$ cat src/rtl/eeg_pea_pkg.sv
// Shared types and defaults for the PE array output collector.
// Holds array geometry defaults, the collector FSM states and the ORAM write-register layout.
package eeg_pea_pkg;

    localparam int PE_ROW_DEF      = 4;
    localparam int PE_COL_DEF      = 4;
    localparam int PE_OUT_DW_DEF   = 8;
    localparam int ORAM_ADD_AW_DEF = 8;

    // Index width for n streams; a single stream still needs one bit.
    function automatic int idx_aw(input int n);
        return (n > 1) ? $clog2(n) : 1;
    endfunction

    localparam int PE_NUM_DEF    = PE_ROW_DEF * PE_COL_DEF;
    localparam int PE_IDX_AW_DEF = idx_aw(PE_NUM_DEF);

    typedef enum logic [1:0] {
        ST_IDLE,
        ST_RUN,
        ST_DRAIN,
        ST_DONE
    } col_state_e;

    // One pending ORAM write: source PE, its local address, its data.
    typedef struct packed {
        logic [PE_IDX_AW_DEF-1:0]   idx;
        logic [ORAM_ADD_AW_DEF-1:0] add;
        logic [PE_OUT_DW_DEF-1:0]   dat;
    } wr_reg_t;

endpackage

$ cat src/rtl/eeg_rr_arb.sv
// Round-robin arbiter over N requesters with a registered priority pointer.
// Ports: clk, rst (sync, active-high), clr (pointer to N-1), en, req[N], gnt (one-hot), gnt_idx, gnt_vld.
module eeg_rr_arb
    import eeg_pea_pkg::*;
#(
    parameter int N  = PE_NUM_DEF,
    parameter int AW = idx_aw(N)
) (
    input  logic          clk,
    input  logic          rst,
    input  logic          clr,
    input  logic          en,
    input  logic [N-1:0]  req,
    output logic [N-1:0]  gnt,
    output logic [AW-1:0] gnt_idx,
    output logic          gnt_vld
);

    logic [AW-1:0] ptr;
    logic [AW:0]   sum;
    logic [AW-1:0] cand;

    // Walk ptr+1 .. ptr+N modulo N; the first requester wins.
    always_comb begin
        gnt     = '0;
        gnt_idx = '0;
        gnt_vld = 1'b0;
        sum     = '0;
        cand    = '0;
        for (int i = 1; i <= N; i++) begin
            sum = {1'b0, ptr} + (AW+1)'(i);
            if (sum >= (AW+1)'(N)) begin
                sum = sum - (AW+1)'(N);
            end
            cand = sum[AW-1:0];
            if (en && !gnt_vld && req[cand]) begin
                gnt_vld = 1'b1;
                gnt_idx = cand;
            end
        end
        if (gnt_vld) begin
            gnt[gnt_idx] = 1'b1;
        end
    end

    // Pointer parks on N-1 so a fresh pass searches from index 0.
    always_ff @(posedge clk) begin
        if (rst) begin
            ptr <= AW'(N - 1);
        end else if (clr) begin
            ptr <= AW'(N - 1);
        end else if (gnt_vld) begin
            ptr <= gnt_idx;
        end
    end

endmodule

$ cat src/rtl/eeg_pea_out_col.sv
// PE array output collector: round-robin merge of per-PE output streams onto one ORAM write port.
// Ports: clk, rst (sync, active-high); START/IS_IDLE/DONE/ERR control; IN_VLD/IN_LST/IN_RDY/IN_DAT/IN_ADD
// per-PE streams; ORAM_WEN/ORAM_RDY/ORAM_ADD/ORAM_DAT write port. Optional checker: EEG_PEA_OUT_COL_CHK_EN.
module eeg_pea_out_col
    import eeg_pea_pkg::*;
#(
    parameter  int PE_ROW      = PE_ROW_DEF,
    parameter  int PE_COL      = PE_COL_DEF,
    parameter  int PE_OUT_DW   = PE_OUT_DW_DEF,
    parameter  int ORAM_ADD_AW = ORAM_ADD_AW_DEF,
    localparam int PE_NUM      = PE_ROW * PE_COL,
    localparam int PE_IDX_AW   = idx_aw(PE_NUM)
) (
    input  logic                                         clk,
    input  logic                                         rst,
    input  logic                                         START,
    output logic                                         IS_IDLE,
    output logic                                         DONE,
    output logic                                         ERR,
    input  logic [PE_ROW-1:0][PE_COL-1:0]                IN_VLD,
    input  logic [PE_ROW-1:0][PE_COL-1:0]                IN_LST,
    output logic [PE_ROW-1:0][PE_COL-1:0]                IN_RDY,
    input  logic [PE_ROW-1:0][PE_COL-1:0][PE_OUT_DW-1:0] IN_DAT,
    input  logic [PE_ROW-1:0][PE_COL-1:0][ORAM_ADD_AW-1:0] IN_ADD,
    output logic                                         ORAM_WEN,
    input  logic                                         ORAM_RDY,
    output logic [PE_IDX_AW+ORAM_ADD_AW-1:0]             ORAM_ADD,
    output logic [PE_OUT_DW-1:0]                         ORAM_DAT
);

    // Row-major flattening gives bit k = row*PE_COL + col.
    logic [PE_NUM-1:0]                  vld_f;
    logic [PE_NUM-1:0]                  lst_f;
    logic [PE_NUM-1:0][PE_OUT_DW-1:0]   dat_f;
    logic [PE_NUM-1:0][ORAM_ADD_AW-1:0] add_f;

    assign vld_f = IN_VLD;
    assign lst_f = IN_LST;
    assign dat_f = IN_DAT;
    assign add_f = IN_ADD;

    col_state_e state;
    col_state_e state_nxt;

    logic [PE_NUM-1:0]    lst_flag;
    logic [PE_NUM-1:0]    lst_nxt;
    logic [PE_NUM-1:0]    elig;
    logic [PE_NUM-1:0]    gnt;
    logic [PE_IDX_AW-1:0] gnt_idx;
    logic                 gnt_vld;

    wr_reg_t wr_q;
    wr_reg_t wr_d;
    logic    wr_vld;

    logic can_load;
    logic start_ok;
    logic arb_en;
    logic all_lst;

    // Register can take a new word when empty or being drained this cycle.
    assign can_load = !wr_vld || ORAM_RDY;
    assign start_ok = START && (state == ST_IDLE);
    assign arb_en   = (state == ST_RUN) && can_load;
    assign elig     = vld_f & ~lst_flag;

    // Include the last flag of the word granted this cycle.
    assign lst_nxt  = lst_flag | (gnt & lst_f);
    assign all_lst  = &lst_nxt;

    eeg_rr_arb #(
        .N  (PE_NUM),
        .AW (PE_IDX_AW)
    ) u_arb (
        .clk     (clk),
        .rst     (rst),
        .clr     (start_ok),
        .en      (arb_en),
        .req     (elig),
        .gnt     (gnt),
        .gnt_idx (gnt_idx),
        .gnt_vld (gnt_vld)
    );

    // Ready depends on valid: the grant is built from IN_VLD this cycle.
    assign IN_RDY = gnt;

    always_comb begin
        wr_d     = '0;
        wr_d.idx = gnt_idx;
        wr_d.add = add_f[gnt_idx];
        wr_d.dat = dat_f[gnt_idx];
    end

    always_ff @(posedge clk) begin
        if (rst) begin
            state <= ST_IDLE;
        end else begin
            state <= state_nxt;
        end
    end

    always_comb begin
        state_nxt = state;
        unique case (state)
            ST_IDLE: begin
                if (START) begin
                    state_nxt = ST_RUN;
                end
            end
            ST_RUN: begin
                if (all_lst) begin
                    state_nxt = ST_DRAIN;
                end
            end
            ST_DRAIN: begin
                if (can_load) begin
                    state_nxt = ST_DONE;
                end
            end
            ST_DONE: begin
                state_nxt = ST_IDLE;
            end
            default: begin
                state_nxt = ST_IDLE;
            end
        endcase
    end

    // Last flags persist until the next accepted START.
    always_ff @(posedge clk) begin
        if (rst) begin
            lst_flag <= '0;
        end else if (start_ok) begin
            lst_flag <= '0;
        end else if (gnt_vld) begin
            lst_flag <= lst_nxt;
        end
    end

    // Write stage: load on grant, otherwise clear once ORAM takes it.
    always_ff @(posedge clk) begin
        if (rst) begin
            wr_vld <= 1'b0;
            wr_q   <= '0;
        end else if (gnt_vld) begin
            wr_vld <= 1'b1;
            wr_q   <= wr_d;
        end else if (wr_vld && ORAM_RDY) begin
            wr_vld <= 1'b0;
        end
    end

    assign ORAM_WEN = wr_vld;
    assign ORAM_ADD = {wr_q.idx, wr_q.add};
    assign ORAM_DAT = wr_q.dat;
    assign IS_IDLE  = (state == ST_IDLE);
    assign DONE     = (state == ST_DONE);

`ifdef EEG_PEA_OUT_COL_CHK_EN
    logic err_q;
    logic in_pass;
    logic bad_vld;

    assign in_pass = (state == ST_RUN) || (state == ST_DRAIN);
    assign bad_vld = in_pass && |(vld_f & lst_flag);

    always_ff @(posedge clk) begin
        if (rst) begin
            err_q <= 1'b0;
        end else if (START && (state != ST_IDLE)) begin
            err_q <= 1'b1;
        end else if (start_ok) begin
            err_q <= 1'b0;
        end else if (bad_vld) begin
            err_q <= 1'b1;
        end
    end

    assign ERR = err_q;
`else
    assign ERR = 1'b0;
`endif

endmodule

$ cat config.mk
export PLATFORM = sky130hd
export DESIGN_NAME = eeg_pea_out_col
export DESIGN_NICKNAME = d
export VERILOG_FILES = /design/src/rtl/eeg_pea_pkg.sv /design/src/rtl/eeg_rr_arb.sv /design/src/rtl/eeg_pea_out_col.sv
export SDC_FILE = /design/constraint.sdc
export NUM_CORES = 1
export LEC_CHECK = 0
export BUFFER_PORTS_ARGS = -buffer_cell sky130_fd_sc_hd__buf_2
export CORE_AREA = 2 2 129 131
export DETAILED_ROUTE_END_ITERATION = 12
export DIE_AREA = 0 0 131 133
export GPL_TIMING_DRIVEN = 0
export PLACE_DENSITY = 0.84
export SLEW_MARGIN = 20
export SYNTH_ARGS = -nofsm -noshare
export SYNTH_HDL_FRONTEND = slang
export SYNTH_HIERARCHICAL = 1
export SYNTH_SLANG_ARGS = --single-unit
$ cat constraint.sdc
create_clock -name clk -period 7.5 [get_ports clk]
set_input_delay 1.125 -clock clk [delete_from_list [all_inputs] [get_ports clk]]
set_output_delay 1.125 -clock clk [all_outputs]
set_load 0.05 [all_outputs]
# Word-level counts from Yosys, hierarchy flattened
# Index checks and enable logic that the tools add are counted.
dict set report word_totals {
  regBits 43
  elab_cells 233
}
dict set report classes {
  n_addsub 32
  n_lt_le_gt_ge 34
  n_eq_ne 6
  n_mux 93
  bitwise_logic 4
  reduce_logical 57
}
# operator n
set ops {}
lappend ops {{two-way mux 4 bit} 32}
lappend ops {{less-than comparator 4 x 5 -> 1 bit, second input constant} 17}
lappend ops {{greater-or-equal comparator 5 bit, second input constant} 16}
lappend ops {{binary-select mux 1 bit (select 4 bit)} 16}
lappend ops {{binary-select mux 8 bit (select 4 bit)} 2}
lappend ops {{subtractor 4 x 1 -> 4 bit, second input constant} 16}
lappend ops {{adder 4 x 4 -> 5 bit, second input constant} 8}
lappend ops {{logical AND 1 bit} 35}
lappend ops {{two-way mux 1 bit} 35}
lappend ops {{bitwise AND 16 bit} 2}
lappend ops {{adder 4 x 3 -> 5 bit, second input constant} 4}
lappend ops {{zero test 1 bit} 16}
lappend ops {{two-way mux 16 bit} 1}
lappend ops {{two-way mux 8 bit} 2}
lappend ops {{NOT 16 bit} 1}
lappend ops {{bitwise OR 16 bit} 1}
lappend ops {{AND reduction 16 bit} 1}
lappend ops {{adder 4 x 2 -> 5 bit, second input constant} 2}
lappend ops {{case mux 2 bit (4 select lines)} 1}
lappend ops {{two-way mux 2 bit} 3}
lappend ops {{!= test 2 bit, second input constant} 3}
lappend ops {{adder 4 x 1 -> 5 bit, second input constant} 1}
lappend ops {{adder 4 x 5 -> 5 bit, second input constant} 1}
lappend ops {{demux 1 bit (select 4 bit)} 1}
lappend ops {{8 further kinds} 9}

# Depth between registers and ports, before layout
# Gate-level depths: netlist of the first run.
dict set report depth {
  word_depth 77
  ltp_mapped 24
  ltp_nobuf 18
}

# By module
# Netlist of the first run, hierarchy kept.
# module n_inst cells_per_inst area_each_um2 seq_area_each_um2
set modules_own_cells {}
lappend modules_own_cells {eeg_pea_out_col 1 467 3802.4 780.7}
lappend modules_own_cells {eeg_rr_arb 1 393 2950.3 80.1}

# Worst setup path after synthesis of the first run
# Ideal clock, no wire load.
dict set report synth_path {
  kind {reg-to-output}
  startpoint {reg u_arb.ptr[2]}
  endpoint {out IN_RDY[0] (netlist bit)}
  arrival_ns 5.960
  path_slack_ns 0.415
  path_stages_with_launch 17
  n_path_buf 4
  path_cell_list {dfxtp_1 -> buf_2 -> buf_2 -> buf_1 -> inv_1 -> ha_1 -> clkbuf_1 -> mux4_2 -> and3_1 -> or4b_4 -> o21a_1 -> nor3_1 -> a31o_2 -> a31o_2 -> a41oi_1 -> or2_2 -> nor3_1}
}
# element line
set synth_lines {}
lappend synth_lines {{start, declared} eeg_rr_arb.sv:19} ;# logic [AW-1:0] ptr;
lappend synth_lines {{start signal, assigned} eeg_rr_arb.sv:49} ;# ptr <= AW'(N - 1);
lappend synth_lines {{start signal, assigned} eeg_rr_arb.sv:51} ;# ptr <= AW'(N - 1);
lappend synth_lines {{start signal, assigned} eeg_rr_arb.sv:53} ;# ptr <= gnt_idx;
lappend synth_lines {{end, declared} eeg_pea_out_col.sv:22} ;# output logic [PE_ROW-1:0][PE_COL-1:0] IN_RDY,

==> flow_summary.json, run 1 <==
{
  "clockBufferDepth": 2,
  "synth.avg_cell_area_um2": 7.85,
  "dp_cells": 1410,
  "clockRootBuffer": "clkbuf_16",
  "antenna_found_initial": 3,
  "initial_core_util": 0.418,
  "hold_viol": 0,
  "startpoint_type": "flip-flop",
  "area_growth_pct": 32.1,
  "setup_viol": 0,
  "hold_path_end": "ORAM_ADD[7]$_SDFFE_PP0P_",
  "die_h_um": 133,
  "grt_pass1_vias": 8368,
  "drc": 0,
  "num_vias": 8769,
  "drt_iter0_drc": 945,
  "yosys_warnings": 6,
  "syn-instance-count": 860,
  "holdPathStages": 2,
  "cts_sinks": 43,
  "r2r_setup_slack_ps": 750,
  "timing.rr.start": "u_arb/ptr[0]$_SDFFE_PP1P_",
  "rsz0062_at_grt": "no",
  "drtPass1Iterations": 8,
  "syn_nets": 1163,
  "worst-r2r-cell-count": 23,
  "hp-class": "reg -> reg",
  "clk_latency_ps": 290,
  "std_cell_rows": 47,
  "clkTransAtPathRegs_ps": 60,
  "ys_async_sr_fraction": 0,
  "fin_skew_ps": 6.96,
  "status": "finished, final reports clean",
  "drive_gt1_frac": 0.360,
  "synth.cell_area_um2": 6750,
  "synth_edf_count": 0,
  "die_area_um2": 17400,
  "port_buffers": 330,
  "grt_pass1_wl_um": 47900,
  "cts_tree": "yes",
  "slew_violations": 0,
  "ys_seq_area_frac": 0.127,
  "cp_data_required_time_ps": 6380,
  "r2r-end": "ORAM_DAT[3]$_SDFFE_PP0P_",
  "io_pins": 332,
  "drt.antenna.violating_nets": 0,
  "end_kind": "primary output",
  "final_common_cell": "buf_2",
  "die_width_um": 131,
  "period_share": 0.965,
  "postCtsHoldBufs": 0,
  "post_drt_wl_per_cell_um": 23.2,
  "track_usage": 0.367,
  "period_needed_ps": 7240,
  "min_from": "ORAM_ADD[7]$_SDFFE_PP0P_",
  "routed_via_density": 6.19,
  "stdcell_count": 1417,
  "grt_overflow": 0,
  "place_hpwl_um": 27300,
  "fin_nets": 1499,
  "cap_violations": 0,
  "crit_fanout": 19,
  "tightestPinTransition_ps": 964,
  "post-route-util": 0.551,
  "clock.fmax_ghz": 0.138,
  "synth-seq-cells": 43,
  "worstPathArrival_ps": 6120,
  "fillers": 1528,
  "core_um2": 16200,
  "ys_types": 71,
  "cts.htree.levels": 2,
  "wl_um": 32900,
  "synth_ff_type": "dfxtp_1",
  "worstSetupPathType": "reg -> out",
  "grt_max_degree": 20,
  "numCtsBuffers": 5,
  "gp_congestion": 1.05,
  "slew_headroom": 0.353,
  "mostFrequentLayoutCells": "buf_2, mux2i_1, nor2_1"
}
## critical path, cell delays in order, from the launching register on
cell	delay [ps]
dfxtp_1	370
buf_2	270
clkbuf_4	430
inv_1	200
ha_1	420
clkbuf_2	330
mux4_2	560
and3_1	180
a211o_1	350
and2_0	280
nor4b_1	460
nand4_1	330
o21bai_1	280
o2111a_1	190
a21oi_4	350
nand2_1	220
nor2_1	280
buf_2	320
## layer usage
| layer | up-vias | wire, um | track usage |
|---|---|---|---|
| met5 | - | 22 | 0 |
| met4 | 4 | 1660 | 0.162 |
| met3 | 137 | 3600 | 0.109 |
| met2 | 632 | 15200 | 0.585 |
| met1 | 4043 | 12500 | 0.455 |
| li1 | 3953 | - | - |
## flip-flops by register name, summed over array words and instances (netlist names)
name	count
lst_flag	16
ORAM_ADD	12
ORAM_DAT	8
u_arb/ptr	4
state	2
ORAM_WEN	1
## cells in the mapped netlist, types with 6 or more instances
cell type	n	share of area
a211o_1	8	0.010
a211oi_1	7	0.0078
a21oi_1	41	0.030
a21oi_2	10	0.013
a22oi_1	56	0.062
a31oi_1	18	0.017
and3_1	10	0.0093
buf_1	8	0.0044
buf_2	16	0.012
buf_4	13	0.014
clkbuf_1	27	0.015
dfxtp_1	43	0.13
ha_1	11	0.020
inv_1	11	0.0061
mux2_2	12	0.020
mux2i_1	174	0.26
mux4_2	18	0.060
nand2_1	63	0.035
nand2b_1	9	0.0083
nand3_1	64	0.047
nor2_1	68	0.038
nor2b_1	26	0.024
nor3_1	16	0.012
nor4_1	9	0.0083
o21ai_0	14	0.010
xnor2_1	7	0.0091
xor2_1	6	0.0078
## cell type report
type                            count  area, um^2  share of cell area
Antenna cell                        1        2.50            0.000281
Buffer                             63         323              0.0362
Clock buffer                        5         125              0.0140
Clock inverter                      2        37.5             0.00421
Inverter                           12        46.3             0.00519
Multi-Input combinational cell    740        5590               0.627
Sequential cell                    43         861              0.0965
Tap cell                          220         275              0.0309
Timing Repair Buffer              331        1660               0.186
## how the worst max path moves through the flow
stage                                    startpoint         end  slack, ps  cells after the start
after global placement    u_arb/ptr[1]$_SDFFE_PP1P_  IN_RDY[11]       -770                     17
after detailed placement  u_arb/ptr[1]$_SDFFE_PP1P_  IN_RDY[11]       -930                     17
final                     u_arb/ptr[2]$_SDFFE_PP1P_  IN_RDY[11]        260                     17
after CTS                 u_arb/ptr[2]$_SDFFE_PP1P_   IN_RDY[0]         30                     16
after global routing      u_arb/ptr[0]$_SDFFE_PP1P_   IN_RDY[9]        100                     18
after floorplan           u_arb/ptr[2]$_SDFFE_PP1P_   IN_RDY[0]        410                     16
## stage by stage
stage | instance area (um^2) | setup WS, ps | hold WS (ps) | TNS (ps)
after floorplan | 6750 | 415 | 460 | 0
after global placement | 8680 | -773 | 429 | -13400
after detailed placement | 8680 | -927 | 436 | -18540
after CTS | 8870 | 33.4 | 450 | 0
after global routing | 8920 | 98.7 | 479 | 0
final | 8920 | 260 | 448 | 0
## what timing repair did
action                     in CTS  in global routing
setup endpoints to repair      34                 16
gates resized for setup         7                 11
buffers inserted                1                  0
## cell families after synthesis
family | Yosys count | share of synthesized area
AOI/OAI and AO/OA | 206 | 0.215
muxes | 205 | 0.340
DFF | 43 | 0.127
xor gates and xnor gates | 13 | 0.0169
and+or+nand+nor | 304 | 0.226
other | 1 | 0.000555
adders and majority gates | 11 | 0.0204
buffers and inverters | 77 | 0.0541
Power of run 1 is not shown: default switching activity piles up to over one toggle a cycle in this logic, so the estimate is an artifact.
==> run 2: changes to the inputs <==
--- a/config.mk
+++ b/config.mk
@@ -5,10 +5,11 @@
 export SDC_FILE = /design/constraint.sdc
 export NUM_CORES = 1
 export LEC_CHECK = 0
+export ABC_AREA = 1
 export BUFFER_PORTS_ARGS = -buffer_cell sky130_fd_sc_hd__buf_2
-export CORE_AREA = 2 2 129 131
+export CORE_AREA = 2 2 127 129
 export DETAILED_ROUTE_END_ITERATION = 12
-export DIE_AREA = 0 0 131 133
+export DIE_AREA = 0 0 129 131
 export GPL_TIMING_DRIVEN = 0
 export PLACE_DENSITY = 0.84
 export SLEW_MARGIN = 20
==> flow_summary.json, run 2 <==
{
  "status": "finished, final reports clean",
  "worstSetupPathType": "reg -> out",
  "ys_seq_area_frac": 0.134,
  "antenna_found_initial": 11,
  "num_vias": 9933,
  "fin_hold_ws_ps": 488,
  "r2r_setup_slack_ps": 1960,
  "cap_violations": 0,
  "drc": 0,
  "holdPathStages": 2,
  "min_from": "ORAM_ADD[0]$_SDFFE_PP0P_",
  "drive_gt1_frac": 0.269,
  "netlist.area_leader.share": 0.257,
  "drtPass1Iterations": 6,
  "syn-instance-count": 1249,
  "grt_overflow": 0,
  "clkTransAtPathRegs_ps": 70,
  "clockRootBuffer": "clkbuf_16",
  "worst-r2r-cell-count": 27,
  "ys_async_sr_fraction": 0,
  "drt_iter0_drc": 1248,
  "synth_edf_count": 0,
  "rsz0062_at_grt": "no",
  "cts_setup_buffers": 0,
  "synth.avg_cell_area_um2": 5.13,
  "r2r-end": "ORAM_ADD[4]$_SDFFE_PP0P_",
  "synth_area_leaders": "nand2_1, nand3_1, dfxtp_1, nor2_1, inv_1",
  "port_buffers": 330,
  "largest_register_ffs": 16,
  "cp_top_family": "simple AND/OR/NAND/NOR gates",
  "wl_um": 35900,
  "critPathBufInv": 4,
  "place_hpwl_um": 30000,
  "cts_sinks": 43,
  "cts_tree": "yes",
  "clockBufferDepth": 2,
  "period_needed_ps": 6150,
  "setup_viol": 0,
  "initial_core_util": 0.411,
  "tightestPinTransition_ps": 724,
  "hold_viol": 0,
  "routed_via_density": 5.48,
  "synth_top_area_cell": "nand2_1",
  "synth-seq-cells": 43,
  "track_usage": 0.415,
  "mostFrequentLayoutCells": "nand2_1, buf_2, nand3_1",
  "core_um2": 15600,
  "slew_violations": 0,
  "synth_common_cells": "nand2_1, nand3_1, nor2_1",
  "fin_skew_ps": 10.5,
  "final_common_cell": "nand2_1",
  "gp_congestion": 1.04,
  "syn_nets": 1552,
  "yosys_warnings": 6,
  "synth_ff_type": "dfxtp_1",
  "cp_data_required_time_ps": 6380,
  "post_drt_wl_per_cell_um": 19.8,
  "max_flop_register": "lst_flag",
  "hp-class": "reg -> reg",
  "timing.rr.start": "u_arb/ptr[1]$_SDFFE_PP1P_",
  "postCtsHoldBufs": 0,
  "post_cts_resized": 0,
  "die_h_um": 131,
  "numCtsBuffers": 5,
  "slew_headroom": 0.517,
  "die_width_um": 129,
  "clock.fmax_ghz": 0.162,
  "grt_pass1_wl_um": 52400,
  "grt_pass1_vias": 9161,
  "end_kind": "primary output",
  "critPathMaxStageDelay_ps": 480,
  "area_growth_pct": 33.0,
  "yosysMostFrequentCell": "nand2_1",
  "clk_latency_ps": 300,
  "startpoint_type": "flip-flop",
  "synth.cell_area_um2": 6410,
  "slowest_stage": "dfxtp_1",
  "setup_tns_ps": 0,
  "period_share": 0.821,
  "worstPathArrival_ps": 5030,
  "die_area_um2": 16900,
  "std_cell_rows": 46,
  "crit_fanout": 13,
  "io_pins": 332,
  "hold_path_end": "ORAM_ADD[0]$_SDFFE_PP0P_",
  "fin_nets": 1889,
  "ys_types": 37,
  "cts.htree.levels": 2,
  "drt.antenna.violating_nets": 0,
  "grt_max_degree": 15
}
## run 2: cell count changes after synthesis, moves of 24 or more
| cell | delta |
|---|---|
| nor2_1 | +53 |
| inv_1 | +97 |
| nor2b_1 | -26 |
| nand2_1 | +376 |
| a21oi_1 | -31 |
| a22oi_1 | -56 |
| o21ai_0 | +35 |
| o211ai_1 | +24 |
| mux2i_1 | -174 |
| nand3_1 | +227 |
## run 2: worst max path at each step
stage / start / to / slack, ps / depth (start not counted)
6_report: u_arb/ptr[1]$_SDFFE_PP1P_ / IN_RDY[8] / 1350 / 25
3_5_place_dp: ORAM_RDY / IN_RDY[8] / 1500 / 19
3_3_place_gp: ORAM_RDY / IN_RDY[8] / 1510 / 19
2_1_floorplan: ORAM_RDY / IN_RDY[13] / 2430 / 17
4_1_cts: u_arb/ptr[1]$_SDFFE_PP1P_ / IN_RDY[8] / 1470 / 25
5_1_grt: u_arb/ptr[1]$_SDFFE_PP1P_ / IN_RDY[8] / 1020 / 25
## run 2: area by class of cell
cell class                 count  area, um^2
antenna                       10        25.0
buffer                        74         405
sequential                    43         861
clock inverter                 3        43.8
inverter                     116         435
clock buffer                   5         125
tap                          216         270
fill                        1720        7070
timing repair buffer         330        1650
multi-input combinational   1016        4710
## run 2: cells by family (layout without fill, tap and decap cells)
logic type | count (synthesis) | in the layout | share of synthesized area
buffers and inverters | 190 | 528 | 0.131
xor gates and xnor gates | 7 | 7 | 0.0107
adders and majority gates | 11 | 11 | 0.0215
AOI/OAI and AO/OA | 99 | 99 | 0.0917
DFF | 43 | 43 | 0.134
other | 1 | 11 | 0.000585
and+or+nand+nor | 898 | 898 | 0.610
## run 2: metal layers
layer  share of wire  global-route usage  wire [um]
met1            0.41               0.551      14600
met2            0.42               0.631      15100
met3            0.13               0.117       4840
met4           0.037               0.180       1330
met5         0.00086                   0         31
## run 2: worst min-delay path, stage by stage (launching register included)
cell and delay [ps]:
dfxtp_1 330, o211ai_1 80, inv_1 50
## run 2: per-stage QoR
step                setup slack, ps  instance area (um^2)  utilization  cells
floorplan                      2430                  6410            -   1249
global placement               1510                  8330        0.534   1795
detailed placement             1500                  8330        0.534   1795
CTS                            1470                  8500        0.545   1803
global route                   1020                  8520        0.546   1811
finish                         1350                  8530        0.547   1813
Power of run 2 is left out for the same reason.
==> run 3: changes to the inputs <==
--- a/config.mk
+++ b/config.mk
@@ -5,11 +5,11 @@
 export SDC_FILE = /design/constraint.sdc
 export NUM_CORES = 1
 export LEC_CHECK = 0
-export ABC_AREA = 1
+export ABC_AREA = 0
 export BUFFER_PORTS_ARGS = -buffer_cell sky130_fd_sc_hd__buf_2
-export CORE_AREA = 2 2 127 129
+export CORE_AREA = 2 2 129 131
 export DETAILED_ROUTE_END_ITERATION = 12
-export DIE_AREA = 0 0 129 131
+export DIE_AREA = 0 0 131 133
 export GPL_TIMING_DRIVEN = 0
 export PLACE_DENSITY = 0.84
 export SLEW_MARGIN = 20
==> constraint.sdc (replaced) <==
create_clock -name clk -period 6.34 [get_ports clk]
set_input_delay 0.951 -clock clk [delete_from_list [all_inputs] [get_ports clk]]
set_output_delay 0.951 -clock clk [all_outputs]
set_load 0.05 [all_outputs]
==> flow_summary.json, run 3 (same netlist as run 1, synthesis figures left out) <==
{
  "mostFrequentLayoutCells": "buf_2, mux2i_1, nand3_1",
  "fin_skew_ps": 4.04,
  "io_pins": 332,
  "worst-r2r-cell-count": 21,
  "gp_congestion": 1.01,
  "core_um2": 16200,
  "hold_viol": 0,
  "postCtsHoldBufs": 0,
  "largest_register_ffs": 16,
  "clockRootBuffer": "clkbuf_16",
  "r2r-end": "ORAM_DAT[3]$_SDFFE_PP0P_",
  "fillers": 1459,
  "numCtsBuffers": 5,
  "grt_pass1_wl_um": 49000,
  "period_share": 0.992,
  "hold_path_end": "ORAM_ADD[5]$_SDFFE_PP0P_",
  "status": "finished, final reports clean",
  "port_buffers": 330,
  "end_kind": "primary output",
  "num_vias": 8925,
  "area_growth_pct": 38.3,
  "die_width_um": 131,
  "cts_sinks": 43,
  "drtPass1Iterations": 5,
  "tightestPinTransition_ps": 987,
  "drc": 0,
  "drt_iter0_drc": 1087,
  "max_flop_register": "lst_flag",
  "min_from": "ORAM_ADD[5]$_SDFFE_PP0P_",
  "timing.rr.start": "u_arb/ptr[0]$_SDFFE_PP1P_",
  "clk_latency_ps": 290,
  "worstPathArrival_ps": 5340,
  "drt.antenna.violating_nets": 0,
  "cap_violations": 0,
  "worstSetupPathType": "reg -> out",
  "die_area_um2": 17400,
  "grt_overflow": 0,
  "startpoint_type": "flip-flop",
  "slew_headroom": 0.337,
  "clkTransAtPathRegs_ps": 70,
  "clockBufferDepth": 2,
  "initial_core_util": 0.418,
  "drive_gt1_frac": 0.400,
  "wl_um": 33800,
  "holdPathStages": 2,
  "post_drt_wl_per_cell_um": 23.6,
  "hp-class": "reg -> reg",
  "fin_nets": 1509,
  "period_needed_ps": 6290,
  "cts.htree.levels": 2,
  "track_usage": 0.374,
  "setup_viol": 0,
  "antenna_found_initial": 3,
  "die_h_um": 133,
  "final_common_cell": "buf_2",
  "multi_input_area_um2": 5800,
  "regArea_um2": 862,
  "std_cell_rows": 47,
  "cp_data_required_time_ps": 5390,
  "grt_max_degree": 15,
  "cts_tree": "yes",
  "post-place-ws_ps": -1880,
  "place_hpwl_um": 27200,
  "grt_pass1_vias": 8452,
  "clock.fmax_ghz": 0.159,
  "routed_via_density": 6.24,
  "crit_fanout": 10,
  "slew_violations": 0,
  "worst_slack_ps": 48.0,
  "r2r_setup_slack_ps": 110
}
[run 3: cell types whose count changed in the layout (fill, tap and decap cells not counted), sizes merged, moves of 17 or more]
cell / previous run / this run
clkbuf: 20 / 38
nor2b: 0 / 26
nor2: 130 / 68
nand3: 293 / 64
a22oi: 0 / 56
o21ai: 55 / 15
mux2i: 0 / 174
inv: 116 / 10
o211ai: 25 / 0
mux4: 0 / 18
a21oi: 10 / 51
nand2: 449 / 63
buf: 389 / 372
[run 3: worst max path at each step]
stage / start / to / slack (ps) / depth (start not counted)
2_1_floorplan: u_arb/ptr[2]$_SDFFE_PP1P_ / state[1]$_SDFFE_PP0P_ / -40 / 20
3_3_place_gp: u_arb/ptr[1]$_SDFFE_PP1P_ / state[1]$_SDFFE_PP0P_ / -1820 / 20
3_5_place_dp: u_arb/ptr[1]$_SDFFE_PP1P_ / state[1]$_SDFFE_PP0P_ / -1880 / 20
4_1_cts: u_arb/ptr[0]$_SDFFE_PP1P_ / IN_RDY[5] / 30 / 18
5_1_grt: u_arb/ptr[0]$_SDFFE_PP1P_ / IN_RDY[7] / -8 / 16
6_report: u_arb/ptr[0]$_SDFFE_PP1P_ / IN_RDY[7] / 50 / 16
[run 3: routing by layer]
layer	global-route usage	up-vias	share of wire
li1	-	3969	-
met4	0.145	0	0.043
met1	0.500	4214	0.39
met5	0	-	0
met2	0.598	624	0.47
met3	0.0611	118	0.098
[run 3: critical path, stage by stage, from the launching register on]
cell,delay (ps)
dfxtp_1,410
buf_6,170
buf_6,160
clkinvlp_4,110
buf_4,210
ha_4,340
mux4_2,390
mux4_2,500
or4b_4,590
o21a_4,260
or3_4,430
or3_1,380
a31o_1,250
and3_4,210
or2_4,310
nor2_4,130
buf_6,170
[run 3: per-stage QoR]
stage	std cells	cell area, um^2	hold WS (ps)	util	TNS (ps)
global placement	1410	8760	430	0.542	-62540
finish	1430	9340	451	0.578	0
global route	1429	9340	478	0.577	-20.1
floorplan	860	6840	460	-	-42.0
detailed placement	1410	8760	437	0.542	-64040
CTS	1423	9180	452	0.568	0
[run 3: final cells by class]
type | count | area share
flip-flops and latches | 43 | 0.0923
plain buffers | 63 | 0.0390
clock buffers | 6 | 0.0149
repair buffers | 341 | 0.192
multi-input cells | 740 | 0.621
inverters | 12 | 0.00616
clock inverters | 2 | 0.00415
diodes | 3 | 0.000804
well taps | 220 | 0.0295
[run 3: timing repair]
item,CTS,global route
buffers inserted,6,5
pin swaps,3,3
setup endpoints to repair,56,34
gates resized for setup,54,34
Power of run 3 is left out for the same reason.
